## src/rtl/id_decoder_if.sv

```systemverilog
// ----------------------------------------------------------------------------
// id_decoder_if
// Groups the instruction word and the registered decode results that travel
// between instruction fetch, the decode stage and the execute stage.
//
//   inst      16  instruction word (fetch -> decoder)
//   o_addr_0   3  register read address 0 (rs1 / base)
//   o_addr_1   3  register read address 1 (rs2 / store data)
//   o_w_addr   3  register write address (rd)
//   imm        8  immediate
//   ALU_OP     7  ALU operation code
//   Branch, Mem2Reg, ALUSrc, RF_w_en, DM_w_en, DM_r_en, is_jal : strobes
//
// Modports:
//   master : supplies inst, observes the decode results (fetch side / bench)
//   slave  : consumes inst, produces the decode results (the decoder)
//
// Handshake: there is none. The slave samples inst on every rising clock
// edge and the results are valid for the whole following cycle.
// ----------------------------------------------------------------------------
interface id_decoder_if;
    logic [15:0] inst;
    logic [2:0]  o_addr_0;
    logic [2:0]  o_addr_1;
    logic [2:0]  o_w_addr;
    logic [7:0]  imm;
    logic [6:0]  ALU_OP;
    logic        Branch;
    logic        Mem2Reg;
    logic        ALUSrc;
    logic        RF_w_en;
    logic        DM_w_en;
    logic        DM_r_en;
    logic        is_jal;

    modport master (
        output inst,
        input  o_addr_0, o_addr_1, o_w_addr, imm, ALU_OP,
        input  Branch, Mem2Reg, ALUSrc, RF_w_en, DM_w_en, DM_r_en, is_jal
    );

    modport slave (
        input  inst,
        output o_addr_0, o_addr_1, o_w_addr, imm, ALU_OP,
        output Branch, Mem2Reg, ALUSrc, RF_w_en, DM_w_en, DM_r_en, is_jal
    );
endinterface

```

## src/rtl/id_decoder.sv

```systemverilog
// ----------------------------------------------------------------------------
// id_decoder
// Instruction-decode stage of the 8-bit CPU. Decodes a 16-bit instruction
// into register addresses, an 8-bit immediate, a 7-bit ALU op code and
// datapath strobes. All results are registered once (IF/ID -> EX boundary).
// Any illegal encoding produces an all-zero bubble, identical to the reset
// state.
//
// Ports:
//   clk    in   rising-edge clock
//   rst_n  in   asynchronous active-low reset, clears every output
//   bus    slave modport of id_decoder_if (inst in, decode results out)
// ----------------------------------------------------------------------------
module id_decoder (
    input  logic         clk,
    input  logic         rst_n,
    id_decoder_if.slave  bus
);

    // Instruction fields
    logic [2:0] op;
    logic [1:0] f2;
    logic [2:0] rd;
    logic [2:0] ra;
    logic [2:0] rb;
    logic [1:0] fn;
    logic [7:0] simm5;

    assign op    = bus.inst[15:13];
    assign f2    = bus.inst[12:11];
    assign rd    = bus.inst[10:8];
    assign ra    = bus.inst[7:5];
    assign rb    = bus.inst[4:2];
    assign fn    = bus.inst[1:0];
    assign simm5 = {{3{bus.inst[4]}}, bus.inst[4:0]};

    localparam logic [2:0] OP_RTYPE  = 3'b000;
    localparam logic [2:0] OP_ALUI   = 3'b001;
    localparam logic [2:0] OP_BRANCH = 3'b010;
    localparam logic [2:0] OP_JAL    = 3'b011;
    localparam logic [2:0] OP_MEM    = 3'b100;

    // Next-state (combinational decode) and registered outputs
    logic [2:0] addr_0_d, addr_0_q;
    logic [2:0] addr_1_d, addr_1_q;
    logic [2:0] w_addr_d, w_addr_q;
    logic [7:0] imm_d, imm_q;
    logic [6:0] alu_op_d, alu_op_q;
    logic       branch_d, branch_q;
    logic       mem2reg_d, mem2reg_q;
    logic       alu_src_d, alu_src_q;
    logic       rf_w_en_d, rf_w_en_q;
    logic       dm_w_en_d, dm_w_en_q;
    logic       dm_r_en_d, dm_r_en_q;
    logic       is_jal_d, is_jal_q;

    always_comb begin
        // Everything defaults to the NOP bubble; only legal encodings below
        // override any field.
        addr_0_d  = 3'b0;
        addr_1_d  = 3'b0;
        w_addr_d  = 3'b0;
        imm_d     = 8'b0;
        alu_op_d  = 7'b0;
        branch_d  = 1'b0;
        mem2reg_d = 1'b0;
        alu_src_d = 1'b0;
        rf_w_en_d = 1'b0;
        dm_w_en_d = 1'b0;
        dm_r_en_d = 1'b0;
        is_jal_d  = 1'b0;

        case (op)
            OP_RTYPE: begin
                if (f2 == 2'b11) begin
                    // Shift-immediate: shamt lives in the rb field.
                    if (fn[1] == 1'b0) begin
                        w_addr_d  = rd;
                        addr_0_d  = ra;
                        imm_d     = {5'b0, rb};
                        alu_src_d = 1'b1;
                        rf_w_en_d = 1'b1;
                        alu_op_d  = {op, f2, fn};
                    end
                end else if ((f2 == 2'b10) ? (fn[1] == 1'b0) : (fn != 2'b11)) begin
                    // Register-register ALU.
                    w_addr_d  = rd;
                    addr_0_d  = ra;
                    addr_1_d  = rb;
                    rf_w_en_d = 1'b1;
                    alu_op_d  = {op, f2, fn};
                end
            end
            OP_ALUI: begin
                w_addr_d  = rd;
                addr_0_d  = ra;
                imm_d     = simm5;
                alu_src_d = 1'b1;
                rf_w_en_d = 1'b1;
                alu_op_d  = {op, f2, 2'b00};
            end
            OP_BRANCH: begin
                if (f2 != 2'b11) begin
                    // Branch compares the registers named by rd and ra.
                    addr_0_d = rd;
                    addr_1_d = ra;
                    imm_d    = simm5;
                    branch_d = 1'b1;
                    alu_op_d = {op, f2, 2'b00};
                end
            end
            OP_JAL: begin
                if (f2 == 2'b00) begin
                    w_addr_d  = rd;
                    imm_d     = bus.inst[7:0];
                    is_jal_d  = 1'b1;
                    rf_w_en_d = 1'b1;
                    alu_op_d  = {op, f2, 2'b00};
                end
            end
            OP_MEM: begin
                if (f2 == 2'b00) begin
                    // Load
                    w_addr_d  = rd;
                    addr_0_d  = ra;
                    imm_d     = simm5;
                    alu_src_d = 1'b1;
                    dm_r_en_d = 1'b1;
                    mem2reg_d = 1'b1;
                    rf_w_en_d = 1'b1;
                    alu_op_d  = {op, f2, 2'b00};
                end else if (f2 == 2'b01) begin
                    // Store: rd field carries the data register.
                    addr_0_d  = ra;
                    addr_1_d  = rd;
                    imm_d     = simm5;
                    alu_src_d = 1'b1;
                    dm_w_en_d = 1'b1;
                    alu_op_d  = {op, f2, 2'b00};
                end
            end
            default: ;
        endcase
    end

    always_ff @(posedge clk or negedge rst_n) begin
        if (!rst_n) begin
            addr_0_q  <= 3'b0;
            addr_1_q  <= 3'b0;
            w_addr_q  <= 3'b0;
            imm_q     <= 8'b0;
            alu_op_q  <= 7'b0;
            branch_q  <= 1'b0;
            mem2reg_q <= 1'b0;
            alu_src_q <= 1'b0;
            rf_w_en_q <= 1'b0;
            dm_w_en_q <= 1'b0;
            dm_r_en_q <= 1'b0;
            is_jal_q  <= 1'b0;
        end else begin
            addr_0_q  <= addr_0_d;
            addr_1_q  <= addr_1_d;
            w_addr_q  <= w_addr_d;
            imm_q     <= imm_d;
            alu_op_q  <= alu_op_d;
            branch_q  <= branch_d;
            mem2reg_q <= mem2reg_d;
            alu_src_q <= alu_src_d;
            rf_w_en_q <= rf_w_en_d;
            dm_w_en_q <= dm_w_en_d;
            dm_r_en_q <= dm_r_en_d;
            is_jal_q  <= is_jal_d;
        end
    end

    assign bus.o_addr_0 = addr_0_q;
    assign bus.o_addr_1 = addr_1_q;
    assign bus.o_w_addr = w_addr_q;
    assign bus.imm      = imm_q;
    assign bus.ALU_OP   = alu_op_q;
    assign bus.Branch   = branch_q;
    assign bus.Mem2Reg  = mem2reg_q;
    assign bus.ALUSrc   = alu_src_q;
    assign bus.RF_w_en  = rf_w_en_q;
    assign bus.DM_w_en  = dm_w_en_q;
    assign bus.DM_r_en  = dm_r_en_q;
    assign bus.is_jal   = is_jal_q;

endmodule

```

## src/flat_wrapper.sv

```systemverilog
// flat-port wrapper written by rule: the top's interface ports become plain ports
module id_decoder_flat 
  (clk, rst_n, bus_inst, bus_o_addr_0, bus_o_addr_1, bus_o_w_addr, bus_imm, bus_ALU_OP, bus_Branch, bus_Mem2Reg, bus_ALUSrc, bus_RF_w_en, bus_DM_w_en, bus_DM_r_en, bus_is_jal);
  id_decoder_if bus_i ();
  input  logic clk;
  input  logic rst_n;
  input wire logic [$bits(bus_i.inst)-1:0] bus_inst;
  output wire logic [$bits(bus_i.o_addr_0)-1:0] bus_o_addr_0;
  output wire logic [$bits(bus_i.o_addr_1)-1:0] bus_o_addr_1;
  output wire logic [$bits(bus_i.o_w_addr)-1:0] bus_o_w_addr;
  output wire logic [$bits(bus_i.imm)-1:0] bus_imm;
  output wire logic [$bits(bus_i.ALU_OP)-1:0] bus_ALU_OP;
  output wire logic [$bits(bus_i.Branch)-1:0] bus_Branch;
  output wire logic [$bits(bus_i.Mem2Reg)-1:0] bus_Mem2Reg;
  output wire logic [$bits(bus_i.ALUSrc)-1:0] bus_ALUSrc;
  output wire logic [$bits(bus_i.RF_w_en)-1:0] bus_RF_w_en;
  output wire logic [$bits(bus_i.DM_w_en)-1:0] bus_DM_w_en;
  output wire logic [$bits(bus_i.DM_r_en)-1:0] bus_DM_r_en;
  output wire logic [$bits(bus_i.is_jal)-1:0] bus_is_jal;
  assign bus_i.inst = bus_inst;
  assign bus_o_addr_0 = bus_i.o_addr_0;
  assign bus_o_addr_1 = bus_i.o_addr_1;
  assign bus_o_w_addr = bus_i.o_w_addr;
  assign bus_imm = bus_i.imm;
  assign bus_ALU_OP = bus_i.ALU_OP;
  assign bus_Branch = bus_i.Branch;
  assign bus_Mem2Reg = bus_i.Mem2Reg;
  assign bus_ALUSrc = bus_i.ALUSrc;
  assign bus_RF_w_en = bus_i.RF_w_en;
  assign bus_DM_w_en = bus_i.DM_w_en;
  assign bus_DM_r_en = bus_i.DM_r_en;
  assign bus_is_jal = bus_i.is_jal;
  id_decoder u_core (.clk(clk), .rst_n(rst_n), .bus(bus_i));
endmodule
```

## config.mk

```make
export PLATFORM = sky130hd
export DESIGN_NAME = id_decoder_flat
export DESIGN_NICKNAME = d
export VERILOG_FILES = /design/src/rtl/id_decoder_if.sv /design/src/rtl/id_decoder.sv /design/src/flat_wrapper.sv
export SDC_FILE = /design/constraint.sdc
export NUM_CORES = 1
export LEC_CHECK = 0
export CORE_ASPECT_RATIO = 0.8
export CORE_MARGIN = 3
export CORE_UTILIZATION = 34
export DETAILED_ROUTE_END_ITERATION = 6
export REMOVE_ABC_BUFFERS = 1
export SYNTH_ARGS = -nofsm -noshare
export SYNTH_HDL_FRONTEND = slang
export SYNTH_SLANG_ARGS = --single-unit
```

## constraint.sdc

```tcl
create_clock -name clk -period 1.33 [get_ports clk]
set_clock_uncertainty 0.2 [all_clocks]
set_input_delay 0.266 -clock clk [delete_from_list [all_inputs] [get_ports clk]]
set_output_delay 0.266 -clock clk [all_outputs]
set_load 0.01 [all_outputs]
```

==> results of run 1 <==
==> kinds of logic after synthesis <==
logic type / after synthesis / synth area share, %
AO/OA/AOI/OAI: 30 / 18.9
XOR/XNOR: 1 / 0.664
flip-flops: 30 / 56.9
buffers and inverters: 9 / 3.89
AND/OR/NAND/NOR: 36 / 19.6
==> layout make-up <==
type                       count  area (um^2)
clock buffer                   6         82.6
clock inverter                 2         12.5
fill                         315         1550
inverter                       2         7.51
multi-input combinational     67          546
sequential                    30          751
tap                           42         52.6
timing repair buffer          80          566
==> cells in the mapped netlist (2+ instances only) <==
master	instances	area share, %
sky130_fd_sc_hd__dfrtp_1	30	57
sky130_fd_sc_hd__a22o_1	8	5.3
sky130_fd_sc_hd__and2_1	7	3.3
sky130_fd_sc_hd__a21o_1	5	2.8
sky130_fd_sc_hd__buf_2	5	1.9
sky130_fd_sc_hd__and3b_1	4	2.7
sky130_fd_sc_hd__nor2b_1	4	1.9
sky130_fd_sc_hd__nand2b_1	3	1.4
sky130_fd_sc_hd__nor2_1	3	0.85
sky130_fd_sc_hd__o21a_1	3	1.7
sky130_fd_sc_hd__o21ai_0	3	1.1
sky130_fd_sc_hd__inv_1	2	0.57
sky130_fd_sc_hd__nand2_1	2	0.57
==> metal layers <==
| layer | vias to the layer above | track usage (%) | share of wire (%) |
|---|---|---|---|
| met2 | 23 | 23.4 | 48 |
| met3 | 4 | 4.50 | 4.5 |
| met1 | 523 | 21.3 | 46 |
| li1 | 545 | - | - |
| met5 | - | 0 | 0 |
| met4 | 0 | 5.99 | 1.2 |
==> power by group through the flow <==
| stage | clock network [mW] | logic [mW] | registers [mW] |
|---|---|---|---|
| after floorplan | 0 | 0.0983 | 1.01 |
| after global placement | 0 | 0.410 | 0.985 |
| after detailed placement | 0 | 0.413 | 0.986 |
| after CTS | 0.779 | 0.387 | 0.968 |
| after global routing | 0.817 | 0.411 | 0.972 |
| final | 0.756 | 0.378 | 0.967 |
==> what timing repair did <==
item / CTS / global route
setup buffers: 3 / 1
pin swaps: 3 / 1
setup endpoints to repair: 61 / 19
resized for setup: 140 / 16
==> sequential cells by signal, summed over array words and instances, names as in the netlist <==
| signal | cells |
|---|---|
| u_core.bus.is_jal | 1 |
| u_core.bus.RF_w_en | 1 |
| u_core.bus.o_w_addr | 3 |
| u_core.bus.Mem2Reg | 1 |
| u_core.bus.o_addr_0 | 3 |
| u_core.bus.Branch | 1 |
| u_core.bus.DM_w_en | 1 |
| u_core.bus.ALU_OP | 7 |
| u_core.bus.ALUSrc | 1 |
| u_core.bus.o_addr_1 | 3 |
| u_core.bus.imm | 8 |
==> worst max-delay path, delay by kind of cell <==
kind | cells | cell delay, ns
simple gates | 2 | 0.25
compound gates | 2 | 0.38
buf+inv | 2 | 0.38
==> cell usage in the layout (no fill, tap or decap), types with 2 or more instances in the layout <==
| cell type | count |
|---|---|
| sky130_fd_sc_hd__dlygate4sd2_1 | 2 |
| sky130_fd_sc_hd__clkbuf_8 | 6 |
| sky130_fd_sc_hd__nand2b_1 | 2 |
| sky130_fd_sc_hd__buf_4 | 32 |
| sky130_fd_sc_hd__inv_1 | 2 |
| sky130_fd_sc_hd__a22o_1 | 8 |
| sky130_fd_sc_hd__nand2_1 | 2 |
| sky130_fd_sc_hd__and2_1 | 6 |
| sky130_fd_sc_hd__o21a_1 | 3 |
| sky130_fd_sc_hd__o21ai_0 | 2 |
| sky130_fd_sc_hd__and3b_1 | 4 |
| sky130_fd_sc_hd__clkdlybuf4s50_1 | 10 |
| sky130_fd_sc_hd__nor2_1 | 2 |
| sky130_fd_sc_hd__a21o_1 | 5 |
| sky130_fd_sc_hd__nor2b_1 | 2 |
| sky130_fd_sc_hd__dfrtp_1 | 30 |
| sky130_fd_sc_hd__clkbuf_2 | 3 |
| sky130_fd_sc_hd__buf_2 | 30 |
==> through the flow <==
| step | util [%] | instance area (um^2) | hold WS [ns] |
|---|---|---|---|
| floorplan | - | 1270 | -0.230 |
| global placement | 56.9 | 2030 | 0.446 |
| detailed placement | 56.9 | 2030 | 0.444 |
| CTS | 58.0 | 2070 | 0.124 |
| global route | 56.6 | 2020 | 0.140 |
| finish | 56.6 | 2020 | 0.127 |
==> worst paths after layout <==
| path | startpoint | endpoint | slack (ns) | depth (start not counted) |
|---|---|---|---|---|
| max | bus_inst[11] | u_core.bus.o_addr_1[1]$_DFF_PN0_ | 0.02 | 6 |
| min | bus_inst[13] | u_core.bus.ALU_OP[4]$_DFF_PN0_ | 0.13 | 2 |
| max in group asynchronous | rst_n | u_core.bus.ALU_OP[6]$_DFF_PN0_ | 0.63 | 2 |
| min in group asynchronous | rst_n | u_core.bus.o_addr_0[0]$_DFF_PN0_ | 0.14 | 2 |
==> load_flow_metrics.sql, run 1 <==
INSERT INTO impl_metrics (metric_group, metric, value, unit) VALUES
('sta', 'final.setup.worst_slack', '0.0196', 'ns'),
('layout', 'flow.area_growth_from_synthesis', '52.9', '%'),
('die', 'die_width', '75.6', 'um'),
('logic_synthesis', 'synthesis.area_per_instance', '12.4', 'um^2'),
('sta', 'setup-violations-final', '0', ''),
('power_and_ir_drop', 'power.density', '1040', 'nW/um^2'),
('sta', 'finalSetupTns', '0', 'ns'),
('grt', 'gr-usage-all-layers', '15.5', '%'),
('logic_synthesis', 'synth.cell_area', '1320', 'um^2'),
('route', 'routed_wire_length_per_instance', '14.8', 'um'),
('placement', 'place.detailed.instances', '217', ''),
('route', 'detail_route.wirelength', '3390', 'um'),
('logic_synthesis', 'cells_after_synthesis', '106', ''),
('grt', 'grt_start_max_net_pins', '31', ''),
('logic_synthesis', 'synth_async_reset_ratio', '100', '%'),
('sta', 'tightest_slew', '0.240', 'ns'),
('route', 'route.detailed.vias_per_inst', '4.78', ''),
('route', 'drc_errors', '0', ''),
('sta', 'drv_slew', '0', ''),
('logic_synthesis', 'synth_enable_flop_cells', '0', ''),
('logic_synthesis', 'synth-seq-area-share', '56.9', '%'),
('clock_network', 'cts_hold_buffers', '0', ''),
('run', 'drv.max_cap_violation_count', '0', ''),
('layout', 'post_layout_nets', '204', ''),
('logic_synthesis', 'yosysWarningCount', '0', ''),
('setup_path', 'cp_slowest_stage_delay', '0.23', 'ns'),
('power_and_ir_drop', 'netSwitchingPower', '0.532', 'mW'),
('sta', 'rsz0062_at_grt', 'yes', ''),
('layout', 'diodes', '0', ''),
('power_and_ir_drop', 'p_leak', '1.11', 'nW'),
('sta', 'max_slew_margin', '84.0', '%'),
('placement', 'dpl_worst_slack', '-0.820', 'ns'),
('grt', 'grt_antenna_before_repair', '0', ''),
('setup_path', 'worst-endpoint-required', '1.30', 'ns'),
('power_and_ir_drop', 'clock_power_share', '36.0', '%'),
('route', 'ant_nets', '0', ''),
('layout', 'post_layout_nonfiller_instances', '229', ''),
('grt', 'via_count_of_the_first_global_routing_pass', '1046', ''),
('clock_network', 'cts_tree', 'built', ''),
('hold_path', 'min-delay-path-class', 'input port to flop', ''),
('route', 'number_of_drc_violations_after_detailed_routing_iteration_0', '81', ''),
('setup_path', 'timing.critical_path.to_type', 'flop', ''),
('setup_path', 'critical-path-slowest-cell', 'sky130_fd_sc_hd__clkdlybuf4s15_2', ''),
('sta', 'finalCritPeriodShare', '98.5', '%'),
('clock_network', 'clock_net_sink_count', '30', ''),
('layout', 'post_route_cells_drive_above_1_share', '49.2', '%'),
('sta', 'report.final.hold_viol_count', '0', ''),
('power_and_ir_drop', 'totalPowerFinal', '2.10', 'mW'),
('run_status', 'status', 'complete, no violations', ''),
('logic_synthesis', 'synthDistinctLibCells', '40', ''),
('clock_network', 'cts-root-buf', 'sky130_fd_sc_hd__clkbuf_8', ''),
('clock_network', 'cts-htree-levels', '2', ''),
('die', 'die_area', '4670', 'um^2'),
('clock_network', 'numCtsBuffers', '5', ''),
('setup_path', 'setup.worst_path.start_class', 'input port', ''),
('die', 'die_h', '61.7', 'um'),
('logic_synthesis', 'ys_dominant_reg_cell', 'sky130_fd_sc_hd__dfrtp_1', ''),
('power_and_ir_drop', 'intPower', '1.57', 'mW'),
('power_and_ir_drop', 'vdd_ir_drop_max', '0.622', 'mV'),
('die', 'placement_rows', '19', ''),
('setup_path', 'critPathKind', 'input port to flop', ''),
('setup_path', 'critical_path_arrival', '1.28', 'ns'),
('sta', 'final_period_minus_worst_setup_slack', '1.31', 'ns'),
('route', 'via_count', '1095', ''),
('setup_path', 'worstPathMaxFanout', '5', ''),
('power_and_ir_drop', 'power.share.combinational', '18.0', '%'),
('sta', 'clock.fmax', '763', 'MHz'),
('logic_synthesis', 'ys_seq_elements', '30', ''),
('die', 'core_outline_area', '3570', 'um^2'),
('placement', 'globalplace.congestion', '0.829', ''),
('route', 'pre_repair_dr_iteration_count', '4', ''),
('setup_path', 'crit_path_cell_trace', 'clkdlybuf4s15_2, nand2_1, nor3b_4, buf_4, a22o_1, a21o_1', ''),
('grt', 'wire_length_of_the_first_global_routing_pass', '5210', 'um'),
('grt', 'grt_remaining_overflow', '0', ''),
('die', 'initial_utilization', '37.0', '%'),
('power_and_ir_drop', 'switching_power_share_of_the_total', '25.3', '%'),
('placement', 'io_buffer_count', '48', ''),
('power_and_ir_drop', 'seq_power_share', '46.0', '%'),
('clock_network', 'clk_pin_slew_worst_paths', '0.07', 'ns'),
('clock_network', 'max_buffers_root_to_sink', '2', ''),
('placement', 'dp_hpwl', '2620', 'um'),
('die', 'num_io_pins', '49', '');
No activity file was read; power rests on OpenSTA's default activity.
==> run 2, diff against run 1 <==
--- a/config.mk
+++ b/config.mk
@@ -9,6 +9,7 @@
 export CORE_MARGIN = 3
 export CORE_UTILIZATION = 34
 export DETAILED_ROUTE_END_ITERATION = 6
+export MAX_ROUTING_LAYER = met4
 export REMOVE_ABC_BUFFERS = 1
 export SYNTH_ARGS = -nofsm -noshare
 export SYNTH_HDL_FRONTEND = slang
==> constraint.sdc (replaced) <==
create_clock -name clk -period 1.33 [get_ports clk]
set_clock_uncertainty 0.2 [all_clocks]
set_input_delay 0.399 -clock clk [delete_from_list [all_inputs] [get_ports clk]]
set_output_delay 0.399 -clock clk [all_outputs]
set_load 0.01 [all_outputs]
==> load_flow_metrics.sql, run 2 (same netlist as run 1, synthesis figures left out) <==
INSERT INTO impl_metrics (metric_group, metric, value, unit) VALUES
('die', 'initial_utilization', '37.0', '%'),
('clock_network', 'max_buffers_root_to_sink', '2', ''),
('die', 'num_io_pins', '49', ''),
('placement', 'io_buffer_count', '48', ''),
('sta', 'rsz0062_at_grt', 'yes', ''),
('clock_network', 'cts-root-buf', 'sky130_fd_sc_hd__clkbuf_8', ''),
('die', 'die_area', '4670', 'um^2'),
('hold_path', 'worst_hold_path.num_cells', '2', ''),
('clock_network', 'cts-htree-levels', '2', ''),
('route', 'pre_repair_dr_iteration_count', '4', ''),
('route', 'number_of_drc_violations_after_detailed_routing_iteration_0', '56', ''),
('die', 'die_h', '61.7', 'um'),
('placement', 'dp_hpwl', '2620', 'um'),
('clock_network', 'numCtsBuffers', '5', ''),
('hold_path', 'worstHoldStart', 'bus_inst[11]', ''),
('sta', 'report.final.hold_viol_count', '0', ''),
('grt', 'grt_start_max_net_pins', '31', ''),
('sta', 'setup-violations-final', '36', ''),
('sta', 'max_slew_margin', '80.6', '%'),
('setup_path', 'worstPathMaxFanout', '2', ''),
('setup_path', 'worst-endpoint-required', '0.73', 'ns'),
('layout', 'most-common-layout-cells', 'sky130_fd_sc_hd__buf_2, sky130_fd_sc_hd__buf_4, sky130_fd_sc_hd__dfrtp_1, sky130_fd_sc_hd__clkdlybuf4s50_1, sky130_fd_sc_hd__buf_6', ''),
('setup_path', 'critical-path-slowest-cell', 'sky130_fd_sc_hd__dfrtp_1', ''),
('setup_path', 'crit_path_cell_trace', 'buf_2', ''),
('die', 'die_width', '75.6', 'um'),
('run_status', 'failed_checks', 'setup timing', ''),
('die', 'core_outline_area', '3570', 'um^2'),
('sta', 'final.setup.worst_slack', '-0.0809', 'ns'),
('sta', 'final_period_minus_worst_setup_slack', '1.41', 'ns'),
('setup_path', 'critical-path-top-delay-family', 'flip-flops', ''),
('placement', 'globalplace.congestion', '0.833', ''),
('route', 'drc_errors', '0', ''),
('hold_path', 'min-delay-path-class', 'input port to flop', ''),
('clock_network', 'clock_net_sink_count', '30', ''),
('sta', 'holdWs', '0.169', 'ns'),
('route', 'routed_wire_length_per_instance', '15.5', 'um'),
('route', 'detail_route.wirelength', '3620', 'um'),
('setup_path', 'cp.buffers_inverters', '1', ''),
('sta', 'finalSetupTns', '-1.46', 'ns'),
('grt', 'grt_antenna_before_repair', '0', ''),
('power_and_ir_drop', 'vdd_ir_drop_max', '0.795', 'mV'),
('grt', 'via_count_of_the_first_global_routing_pass', '1111', ''),
('clock_network', 'cts_tree', 'built', ''),
('power_and_ir_drop', 'p_leak', '1.19', 'nW'),
('run_status', 'status', 'finished with violations', ''),
('setup_path', 'critical_path_arrival', '0.81', 'ns'),
('sta', 'clock.fmax', '709', 'MHz'),
('route', 'route.detailed.vias_per_inst', '4.90', ''),
('grt', 'gr-usage-all-layers', '17.4', '%'),
('run', 'drv.max_cap_violation_count', '0', ''),
('setup_path', 'cp_slowest_stage_delay', '0.39', 'ns'),
('layout', 'fill_cells', '301', ''),
('clock_network', 'clk_pin_slew_worst_paths', '0.07', 'ns'),
('grt', 'grt_remaining_overflow', '0', ''),
('setup_path', 'timing.critical_path.to_type', 'output pin', ''),
('layout', 'flow.area_growth_from_synthesis', '65.8', '%'),
('power_and_ir_drop', 'power.density', '1050', 'nW/um^2'),
('setup_path', 'setup.worst_path.start_class', 'flop', ''),
('grt', 'wire_length_of_the_first_global_routing_pass', '5620', 'um'),
('route', 'via_count', '1146', ''),
('route', 'ant_nets', '0', ''),
('sta', 'finalCritPeriodShare', '106', '%'),
('layout', 'post_layout_nets', '209', ''),
('layout', 'post_route_cells_drive_above_1_share', '55.2', '%'),
('sta', 'drv_slew', '0', ''),
('hold_path', 'worst_case_hold_path_end_point', 'u_core.bus.ALU_OP[2]$_DFF_PN0_', ''),
('die', 'placement_rows', '19', ''),
('layout', 'flip_flop_count_of_the_largest_register_after_layout', '8', ''),
('layout', 'diodes', '0', ''),
('setup_path', 'critPathKind', 'flop to output pin', ''),
('sta', 'tightest_slew', '0.291', 'ns');
run 2: cell type report:
cell class | instances | area, um^2 | area share, %
Inverter | 2 | 7.51 | 0.343
Sequential cell | 30 | 751 | 34.3
Timing Repair Buffer | 85 | 662 | 30.3
Multi-Input combinational cell | 67 | 606 | 27.7
Clock buffer | 5 | 68.8 | 3.15
Tap cell | 42 | 52.6 | 2.40
Clock inverter | 3 | 40.0 | 1.83
run 2: where the power goes:
part           internal, mW  switching [mW]
combinational         0.236           0.198
sequential            0.957          0.0112
clock                 0.550           0.348
total                  1.74           0.557
run 2: layer usage:
metal	track usage [%]	vias to the layer above	share of wire, %
li1	-	553	-
met1	24.1	549	45
met2	23.6	34	47
met3	4.02	10	4.7
met4	9.48	0	2.5
met5	-	-	0
run 2: through the flow:
| stage | setup WS [ns] | std cells | util, % | total power, mW | cell area, um^2 |
|---|---|---|---|---|---|
| 2_1_floorplan | -0.147 | 99 | - | 1.11 | 1270 |
| 5_1_grt | -0.120 | 234 | 61.3 | 2.40 | 2190 |
| 3_3_place_gp | -0.926 | 218 | 57.2 | 1.40 | 2040 |
| 6_report | -0.0809 | 234 | 61.3 | 2.30 | 2190 |
| 4_1_cts | -0.0982 | 230 | 58.9 | 2.30 | 2100 |
| 3_5_place_dp | -0.930 | 218 | 57.2 | 1.40 | 2040 |
run 2: timing repair:
| action | 4_1_cts | 5_1_grt |
|---|---|---|
| endpoints found under the setup margin | 61 | 49 |
| setup buffers | 5 | 4 |
| resized for setup | 177 | 18 |
| hold buffers | 0 | 0 |
| pin swaps | 18 | 16 |
run 2: how the worst max path moves through the flow:
stage	start	end	slack, ns	depth (start not counted)
floorplan	bus_inst[12]	u_core.bus.imm[0]$_DFF_PN0_	-0.15	3
global placement	bus_inst[14]	u_core.bus.o_addr_1[1]$_DFF_PN0_	-0.93	5
detailed placement	bus_inst[14]	u_core.bus.o_w_addr[1]$_DFF_PN0_	-0.93	6
CTS	u_core.bus.Mem2Reg$_DFF_PN0_	bus_Mem2Reg	-0.1	1
global route	u_core.bus.Mem2Reg$_DFF_PN0_	bus_Mem2Reg	-0.12	1
finish	u_core.bus.Mem2Reg$_DFF_PN0_	bus_Mem2Reg	-0.08	1
==> run 3, diff against run 2 <==
--- a/config.mk
+++ b/config.mk
@@ -6,7 +6,6 @@
 export NUM_CORES = 1
 export LEC_CHECK = 0
 export CORE_ASPECT_RATIO = 0.8
-export CORE_MARGIN = 3
 export CORE_UTILIZATION = 34
 export DETAILED_ROUTE_END_ITERATION = 6
 export MAX_ROUTING_LAYER = met4
==> load_flow_metrics.sql, run 3 (same netlist as run 1, synthesis figures left out) <==
INSERT INTO impl_metrics (metric_group, metric, value, unit) VALUES
('run_status', 'status', 'finished with violations', ''),
('run_status', 'failed_checks', 'setup timing', ''),
('die', 'die_h', '57.7', 'um'),
('layout', 'most-common-layout-cells', 'sky130_fd_sc_hd__buf_2, sky130_fd_sc_hd__dfrtp_1, sky130_fd_sc_hd__buf_4, sky130_fd_sc_hd__clkdlybuf4s50_1, sky130_fd_sc_hd__a22o_1', ''),
('route', 'pre_repair_dr_iteration_count', '4', ''),
('layout', 'flip_flop_count_of_the_largest_register_after_layout', '8', ''),
('layout', 'fill_cells', '305', ''),
('sta', 'holdWs', '0.223', 'ns'),
('setup_path', 'worstPathMaxFanout', '5', ''),
('die', 'num_io_pins', '49', ''),
('grt', 'grt_remaining_overflow', '0', ''),
('clock_network', 'cts_hold_buffers', '0', ''),
('run', 'drv.max_cap_violation_count', '0', ''),
('hold_path', 'worst_hold_path.num_cells', '2', ''),
('hold_path', 'worstHoldStart', 'bus_inst[13]', ''),
('sta', 'finalSetupTns', '-1.91', 'ns'),
('layout', 'post_layout_nonfiller_instances', '234', ''),
('route', 'ant_nets', '0', ''),
('clock_network', 'cts-root-buf', 'sky130_fd_sc_hd__clkbuf_8', ''),
('layout', 'flow.area_growth_from_synthesis', '64.3', '%'),
('route', 'number_of_drc_violations_after_detailed_routing_iteration_0', '48', ''),
('sta', 'drv_slew', '0', ''),
('die', 'core_outline_area', '3570', 'um^2'),
('layout', 'diodes', '0', ''),
('clock_network', 'cts-htree-levels', '2', ''),
('die', 'die_area', '4130', 'um^2'),
('power_and_ir_drop', 'p_leak', '1.18', 'nW'),
('grt', 'grt_start_max_net_pins', '31', ''),
('layout', 'fin_area', '2170', 'um^2'),
('layout', 'post_route_cells_drive_above_1_share', '52.6', '%'),
('layout', 'post_layout_nets', '209', ''),
('power_and_ir_drop', 'netSwitchingPower', '0.545', 'mW'),
('placement', 'globalplace.congestion', '0.893', ''),
('die', 'placement_rows', '19', ''),
('clock_network', 'max_buffers_root_to_sink', '2', ''),
('clock_network', 'clk_pin_slew_worst_paths', '0.06', 'ns'),
('power_and_ir_drop', 'clock_power_share', '34.7', '%'),
('placement', 'dpl-instance-area', '2030', 'um^2'),
('placement', 'io_buffer_count', '48', ''),
('power_and_ir_drop', 'seq_power_share', '44.9', '%'),
('route', 'detail_route.wirelength', '3520', 'um'),
('sta', 'final_period_minus_worst_setup_slack', '1.42', 'ns'),
('die', 'initial_utilization', '37.0', '%'),
('setup_path', 'timing.critical_path.to_type', 'flop', ''),
('setup_path', 'setup.worst_path.start_class', 'input port', ''),
('power_and_ir_drop', 'power.density', '994', 'nW/um^2'),
('placement', 'dp_hpwl', '2490', 'um'),
('sta', 'report.final.hold_viol_count', '0', ''),
('grt', 'gr-usage-all-layers', '18.9', '%'),
('sta', 'rsz0062_at_grt', 'yes', ''),
('layout', 'final_common_cell', 'sky130_fd_sc_hd__buf_2', ''),
('grt', 'via_count_of_the_first_global_routing_pass', '1144', ''),
('power_and_ir_drop', 'vdd_ir_drop_max', '0.682', 'mV'),
('sta', 'final.setup.worst_slack', '-0.0880', 'ns'),
('setup_path', 'critical_path_arrival', '1.44', 'ns'),
('sta', 'clock.fmax', '705', 'MHz'),
('clock_network', 'clock_net_sink_count', '30', ''),
('clock_network', 'numCtsBuffers', '5', ''),
('grt', 'wire_length_of_the_first_global_routing_pass', '5420', 'um'),
('power_and_ir_drop', 'intPower', '1.61', 'mW'),
('layout', 'layout_utilization', '60.8', '%'),
('clock_network', 'cts_tree', 'built', ''),
('sta', 'setup-violations-final', '42', ''),
('route', 'drc_errors', '0', ''),
('route', 'route.detailed.vias_per_inst', '4.91', ''),
('die', 'die_width', '71.6', 'um'),
('placement', 'place.detailed.instances', '217', ''),
('sta', 'max_slew_margin', '78.6', '%'),
('hold_path', 'min-delay-path-class', 'input port to flop', ''),
('sta', 'finalCritPeriodShare', '107', '%'),
('route', 'routed_wire_length_per_instance', '15.0', 'um'),
('setup_path', 'worst-endpoint-required', '1.35', 'ns'),
('sta', 'tightest_slew', '0.319', 'ns'),
('hold_path', 'worst_case_hold_path_end_point', 'u_core.bus.ALU_OP[4]$_DFF_PN0_', ''),
('setup_path', 'critPathKind', 'input port to flop', ''),
('power_and_ir_drop', 'switching_power_share_of_the_total', '25.3', '%'),
('grt', 'grt_antenna_before_repair', '0', ''),
('power_and_ir_drop', 'power.share.combinational', '20.3', '%'),
('route', 'via_count', '1148', '');
-- run 3: worst max-delay path by stage --
stage | startpoint | end | slack [ns] | cells after the start
floorplan | bus_inst[12] | u_core.bus.imm[0]$_DFF_PN0_ | -0.15 | 3
finish | bus_inst[14] | u_core.bus.imm[0]$_DFF_PN0_ | -0.09 | 5
global placement | bus_inst[13] | u_core.bus.o_w_addr[0]$_DFF_PN0_ | -0.82 | 6
CTS | bus_inst[14] | u_core.bus.imm[0]$_DFF_PN0_ | -0.11 | 5
detailed placement | bus_inst[13] | u_core.bus.imm[0]$_DFF_PN0_ | -0.85 | 5
global route | u_core.bus.ALUSrc$_DFF_PN0_ | bus_ALUSrc | -0.10 | 1
-- run 3: power groups by stage --
stage	Combinational, mW	Clock (mW)	Sequential (mW)
floorplan	0.0983	0	1.01
global placement	0.411	0	0.985
detailed placement	0.415	0	0.987
CTS	0.414	0.771	0.968
global route	0.469	0.818	0.971
finish	0.437	0.748	0.968
-- run 3: critical path, cell delays in order --
cell,delay [ns]
sky130_fd_sc_hd__buf_8,0.11
sky130_fd_sc_hd__buf_6,0.11
sky130_fd_sc_hd__or4b_4,0.54
sky130_fd_sc_hd__o211ai_4,0.12
sky130_fd_sc_hd__a22o_1,0.17
-- run 3: through the flow --
step	worst slack, ns	power (mW)
final	-0.0880	2.15
after global routing	-0.105	2.26
after CTS	-0.107	2.15
after detailed placement	-0.845	1.40
after global placement	-0.823	1.40
after floorplan	-0.147	1.11
-- run 3: what timing repair did --
| item | 4_1_cts | 5_1_grt |
|---|---|---|
| pin swaps | 17 | 10 |
| setup endpoints to repair | 61 | 54 |
| buffers inserted | 5 | 5 |
| cloned | 0 | 0 |
| resized for setup | 177 | 15 |
-- run 3: routing by layer --
layer  up-vias  track usage (%)  share of wire [%]
li1        553                -                  -
met2        24             28.2                 47
met1       565             23.2                 45
met3         6             6.26                5.3
met4         0             9.24                2.0
met5         -                -                  0
-- run 3: area by class of cell --
cell class	count	area [um^2]	area share, %
flip-flops and latches	30	751	34.6
repair buffers	85	652	30.1
multi-input cells	67	613	28.3
clock buffers	7	86.3	3.98
well taps	42	52.6	2.42
inverters	2	7.51	0.346
clock inverters	1	5.00	0.231
